--- config.mk ---
export PLATFORM = sky130hd
export DESIGN_NAME = magnitude_comparator
export DESIGN_NICKNAME = d
export VERILOG_FILES = /design/src/rtl/magnitude_comparator.sv
export SDC_FILE = /design/constraint.sdc
export NUM_CORES = 1
export LEC_CHECK = 0
export CORE_AREA = 2 2 39 41
export DETAILED_ROUTE_END_ITERATION = 16
export DIE_AREA = 0 0 41 43
export GPL_TIMING_DRIVEN = 0
export HOLD_SLACK_MARGIN = 0.1
export PLACE_DENSITY = 0.56
export SETUP_SLACK_MARGIN = 0.1
export SYNTH_ARGS = -nofsm -noshare
export SYNTH_HDL_FRONTEND = slang
export SYNTH_SLANG_ARGS = --single-unit
--- constraint.sdc ---
create_clock -name clk -period 1 [get_ports clk]
set_input_delay 0.1 -clock clk [delete_from_list [all_inputs] [get_ports clk]]
set_output_delay 0.1 -clock clk [all_outputs]
set_load 0.005 [all_outputs]
--- src/rtl/magnitude_comparator.sv ---
// magnitude_comparator: registered WIDTH-bit A/B comparator with one-hot
// greater/equal/less flags, unsigned or two's-complement operands, and
// 7485-style cascade inputs so slices can be chained into wider comparators.
//
// Handshake: in_valid qualifies A, B, sgn and cas_* on a rising clk. There is
// no ready; every valid cycle is accepted. The result is on X/Y/Z one cycle
// later with out_valid high for exactly that cycle. Without in_valid, X/Y/Z
// keep their last value and out_valid drops.
module magnitude_comparator #(
    parameter int WIDTH = 4
) (
    input  logic             clk,
    input  logic             rst_n,
    input  logic             in_valid,
    input  logic             sgn,
    input  logic             cas_gt,
    input  logic             cas_eq,
    input  logic             cas_lt,
    input  logic [WIDTH-1:0] A,
    input  logic [WIDTH-1:0] B,
    output logic             X,
    output logic             Y,
    output logic             Z,
    output logic             out_valid
);

    logic             x_q, x_d;
    logic             y_q, y_d;
    logic             z_q, z_d;
    logic             out_valid_q, out_valid_d;

    logic [WIDTH-1:0] sign_mask;
    logic [WIDTH-1:0] a_k;
    logic [WIDTH-1:0] b_k;
    logic             core_gt;
    logic             core_lt;
    logic             casc_eq;

    // Signed compare: inverting both sign bits maps two's complement onto the
    // unsigned order, so one unsigned MSB-first compare serves both modes.
    always_comb begin
        sign_mask            = '0;
        sign_mask[WIDTH-1]   = sgn;
        a_k                  = A ^ sign_mask;
        b_k                  = B ^ sign_mask;
        core_gt              = 1'b0;
        core_lt              = 1'b0;
        // Scan LSB to MSB; a later (more significant) differing bit overrides,
        // so the first differing bit from the MSB side decides.
        for (int i = 0; i < WIDTH; i++) begin
            if (a_k[i] != b_k[i]) begin
                core_gt = a_k[i];
                core_lt = b_k[i];
            end
        end
        // Equal when cas_eq is set or no cascade flag is set; gt/lt take priority.
        casc_eq = !cas_gt && !cas_lt && (cas_eq || !(cas_gt || cas_lt));
    end

    // Next-state for the result flags: load on accept, otherwise hold.
    always_comb begin
        x_d         = x_q;
        y_d         = y_q;
        z_d         = z_q;
        out_valid_d = in_valid;
        if (in_valid) begin
            if (core_gt || core_lt) begin
                // Operands differ: cascade inputs do not matter.
                x_d = core_gt;
                y_d = 1'b0;
                z_d = core_lt;
            end else begin
                x_d = cas_gt;
                y_d = casc_eq;
                z_d = !cas_gt && cas_lt;
            end
        end
    end

    // Result registers; reset clears flags and drops any in-flight result.
    always_ff @(posedge clk or negedge rst_n) begin
        if (!rst_n) begin
            x_q         <= 1'b0;
            y_q         <= 1'b0;
            z_q         <= 1'b0;
            out_valid_q <= 1'b0;
        end else begin
            x_q         <= x_d;
            y_q         <= y_d;
            z_q         <= z_d;
            out_valid_q <= out_valid_d;
        end
    end

    assign X         = x_q;
    assign Y         = y_q;
    assign Z         = z_q;
    assign out_valid = out_valid_q;

endmodule

-- Word level (Yosys, flattened, before mapping)
Cells that the tools add are included.
- reduce and logical (&&, ||, !) cells: 9
- mux-type cells: 11
- eq/ne operators: 4
- bitwise logic cells: 2
- operators with widths (cell ; number):
    $mux W1 ; 11
    $xor A4 B4 Y4 ; 2
    $ne A1 B1 Y1 ; 4
    $logic_and A1 B1 Y1 ; 3
    $logic_not A1 Y1 ; 3
    $logic_or A1 B1 Y1 ; 3
- register bits after elaboration: 4
- output and inout port bits: 4
- input port bits: 15
- word-level logic and storage cells: 30

-- Longest topological paths before layout
- depth after elaboration: 8
- gate-level depth with buffers: 7
- gate-level depth less buffers: 7

-- Least setup slack after synthesis
No wires, ideal clock.
- path kind: input to register
- start point: input port B[3]
- end point: register z_q (netlist: Z)
- stages: 7
- arrival time: 1.513 ns
- path slack: -0.582 ns
- data required time: 0.931 ns
- cells stage by stage: xor2_1 ha_1 inv_1 nand2_1 a32o_2 or4_1 nand3_1
- word-level cells in the longest chain between the ends: 5
- elaborated cells between the ends (all ways): 6
- classes of those cells: 1 x eq/ne; 3 x mux; 1 x bitwise; 1 x reduce/logical
- ends and longest elaborated chain (element ; RTL line ; text):
    start, declared ; 20 ; input logic [WIDTH-1:0] B,
    $xor A4 B4 Y4 * ; 45 ; b_k = B ^ sign_mask;
    $ne A1 B1 Y1 ; 51 ; if (a_k[i] != b_k[i]) begin
    $mux W1 ; 51 ;
    $logic_or A1 B1 Y1 ; 67 ; if (core_gt || core_lt) begin
    $mux W1 * ; 67 ;
    end signal, assigned ; 90 ; z_q <= z_d;
    end, declared ; 29 ; logic z_q, z_d;
Every way passes the cells marked *; elsewhere a longest branch is shown, timed or not.
A chain may end at the register's enable or synchronous reset.

-- Worst setup path after layout
- start point: input port A[3]
- end point: register z_q (netlist: Z)
- word-level cells in the longest chain between the ends: 5
- elaborated cells between the ends (all ways): 6
- classes of those cells: 1 x eq/ne; 3 x mux; 1 x bitwise; 1 x reduce/logical
- ends and longest elaborated chain (element ; RTL line ; text):
    start, declared ; 19 ; input logic [WIDTH-1:0] A,
    $xor A4 B4 Y4 * ; 44 ; a_k = A ^ sign_mask;
    $ne A1 B1 Y1 ; 51 ;
    $mux W1 ; 51 ;
    $logic_or A1 B1 Y1 ; 67 ;
    $mux W1 * ; 67 ;
Marked as above.

==> metrics.md <==
| Metric | Value |
|---|---|
| Failing checks | `negative setup slack` |
| Syn_nets | `51` |
| Drt total wl | `806 um` |
| 1st-pass router iterations | `3` |
| CTS sink cnt | `4` |
| R2R setup slack | `70 ps` |
| Nets | `78` |
| Slowest cell on the critical path | `or4_1` |
| Worst Skew | `0 ps` |
| # rows | `14` |
| Worst slew pin tran | `313 ps` |
| Average routed wire per standard cell | `10.6 um` |
| Number of vias per cell | `4.72` |
| Hold WC Path Type | `input pin to register` |
| P_leak | `0.296 nW` |
| Die Width | `41 um` |
| RSZ-0062 raised after global routing | `yes` |
| Iter 0 DRT Violations | `4` |
| CP required | `1160 ps` |
| Worst Setup SP | `A[3]` |
| First-pass GRT wire length | `1300 um` |
| Fin crit share | `133%` |
| Share of cells above drive strength 1 | `48.3%` |
| Drc violations | `0` |
| Root buf cell | `clkbuf_4` |
| Final setup fails | `3` |
| ANT cells | `0` |
| Worst Setup EP | `Z$_DFFE_PN0P_` |
| Mapped cell area | `308 um^2` |
| Initial core utilization | `22.2%` |
| Fillers | `151` |
| CP max FO | `4` |
| Vias in the first global route | `328` |
| Buf+Inv Stages, Crit Path | `2` |
| Total number of vias | `359` |
| Global placement routability congestion | `0.714` |
| Relative slew slack | `79.1%` |
| Slowest cell delay on critical path | `400 ps` |
| Max Fclk | `752 MHz` |
| Setup TNS | `-892 ps` |
| Dpl ws | `-1240 ps` |
| I/O Pins | `19` |
| Worst vdd ir | `0.445 mV` |
| Synthesized area per cell | `8.79 um^2` |
| Max cap viols | `0` |
| Netlist cell types | `22` |
| Detail Route Antenna Nets | `0` |
| Post-synthesis register bit count | `4` |
| Area Overhead vs Synth | `110%` |
| Fin. Hold Viols | `0` |
| Max clock buf depth | `2` |
| Final Hold Slack | `364 ps` |
| Grt total ovfl | `0` |
| Clock-pin slew on the worst setup and hold paths | `30 ps` |
| Cells after synthesis | `35` |
| Outcome | `finished, violations left` |
| Pin count of the biggest net entering global routing | `9` |
| I/O Buffers | `17` |
| GR Util All Layers | `11.3%` |
| Min Tclk post-route | `1330 ps` |
| R2R Path Start | `Z$_DFFE_PN0P_` |
| Synthesis Warnings | `0` |
| DIE HEIGHT | `43 um` |
| Slack of the critical path | `-330 ps` |
| Pwr Density | `1170 nW/um^2` |
| Clock latency on the worst-skew pair | `240 ps` |
| Worst setup SP type | `input pin` |
| CP Class | `input pin to register` |
| Die footprint | `1760 um^2` |
| Number of CTS-inserted buffers | `3` |
| Arrival time at the worst endpoint | `1490 ps` |
| Fin. max-slew vios | `0` |
| Detailed placement HPWL | `582 um` |
| Critical path depth | `8` |
| Core footprint | `1380 um^2` |
| Antenna violations before repair | `0` |
| Critical path's top delay family | `simple AND/OR/NAND/NOR gates` |
| Nature of the critical path endpoint | `register` |
| R2R depth | `4` |
| Worst reg2reg endpoint | `Z$_DFFE_PN0P_` |
| Worst-path cell chain | `buf_6, xnor2_4, ha_4, inv_4, nand2_2, a32o_2, or4_1, nand3_1` |
| CTS H-tree lvls | `1` |
| CTS tree | `done` |
| Seq/Total Area, Yosys | `32.5%` |
## worst min-delay path by stage
stage | from | end | slack [ps] | cells past startpoint
after floorplan | rst_n | X$_DFFE_PN0P_ | -200 | 0
after global placement | rst_n | Y$_DFFE_PN0P_ | 320 | 1
after detailed placement | rst_n | Y$_DFFE_PN0P_ | 320 | 1
after CTS | sgn | Z$_DFFE_PN0P_ | 380 | 5
after global routing | B[3] | Z$_DFFE_PN0P_ | 370 | 5
final | B[3] | Z$_DFFE_PN0P_ | 360 | 5
## timing repair
item,4_1_cts,5_1_grt
setup buffers,2,2
endpoints found under the hold margin,4,0
pin swaps,7,9
hold buffers,1,0
gates resized for setup,46,9
setup endpoints to repair,7,4
## layer usage
metal | vias up | wire (um) | global-route usage (%)
met4 | 0 | 0 | 10.0
met3 | 0 | 58 | 1.57
met5 | - | 0 | 0
li1 | 178 | - | -
met2 | 12 | 460 | 18.8
met1 | 169 | 287 | 11.2
## final cells by class
class | instances | area, um^2 | share of cell area [%]
Sequential cell | 4 | 100 | 15.5
Clock buffer | 3 | 22.5 | 3.49
Inverter | 3 | 13.8 | 2.13
Timing Repair Buffer | 22 | 204 | 31.6
Multi-Input combinational cell | 28 | 285 | 44.2
Tap cell | 16 | 20.0 | 3.10
## stage by stage
step	instance area [um^2]	std cells	util [%]	total power, mW
after floorplan	360	35	-	0.356
after global placement	551	68	39.8	0.493
after detailed placement	551	68	39.8	0.493
after CTS	614	74	44.4	0.737
after global routing	646	76	46.7	0.813
final	646	76	46.7	0.755
## flip-flops by register name, indices dropped and copies added, names as in the netlist
register   count
Z              1
Y              1
out_valid      1
X              1
## cells in the mapped netlist
cell / count / area (um^2)
or4_1: 1 / 7.51
ha_1: 1 / 12.5
o21ba_1: 1 / 10.0
nand2_1: 5 / 18.8
xor2_1: 1 / 8.76
nor4_1: 1 / 6.26
nor2_1: 2 / 7.51
mux2_2: 1 / 11.3
a32o_2: 1 / 11.3
nor2b_1: 1 / 6.26
nand3b_1: 1 / 7.51
maj3_1: 1 / 10.0
maj3_2: 1 / 11.3
a41oi_1: 1 / 8.76
a21oi_1: 2 / 10.0
dfrtp_1: 4 / 100
inv_1: 3 / 11.3
nand2b_1: 2 / 12.5
nand2b_2: 1 / 8.76
nand3_1: 2 / 10.0
xnor2_1: 1 / 8.76
o221ai_1: 1 / 8.76
## cells in the final DEF, fill, tap and decap left out, types with 2 or more instances in the layout
| cell | synthesis | routed |
|---|---|---|
| buf_6 | 0 | 2 |
| nor2_1 | 2 | 2 |
| nand2_2 | 0 | 3 |
| dfrtp_1 | 4 | 4 |
| nand2b_4 | 0 | 2 |
| maj3_2 | 1 | 2 |
| nand2_1 | 5 | 2 |
| a21oi_1 | 2 | 2 |
| buf_4 | 0 | 3 |
| nand3_1 | 2 | 2 |
| clkbuf_4 | 0 | 3 |
| inv_1 | 3 | 2 |
| buf_2 | 0 | 3 |
| clkdlybuf4s50_1 | 0 | 4 |
| dlygate4sd2_1 | 0 | 5 |
## tightest hold or removal path, cell delays in order
cell and delay [ps]:
buf_8 80, xor2_4 70, ha_4 150, nand3b_1 70, nand3_1 70
## power breakdown
part / switching, mW / leakage [nW] / internal [mW]
Clock: 0.0643 / 0.0138 / 0.134
Combinational: 0.150 / 0.234 / 0.212
Sequential: 0.00878 / 0.0473 / 0.186
Total: 0.223 / 0.296 / 0.532
## cell families (layout without fill, tap and decap cells)
| logic type | Yosys count | after routing | share of synthesized area (%) |
|---|---|---|---|
| buffers and inverters | 3 | 28 | 3.66 |
| AO/OA/AOI/OAI | 6 | 6 | 15.9 |
| adder cells (fa/ha/maj) | 3 | 3 | 11.0 |
| AND/OR/NAND/NOR | 16 | 16 | 27.6 |
| flip-flops | 4 | 4 | 32.5 |
| multiplexers | 1 | 1 | 3.66 |
| XOR/XNOR | 2 | 2 | 5.69 |
Power figures use the tool's default switching activity.
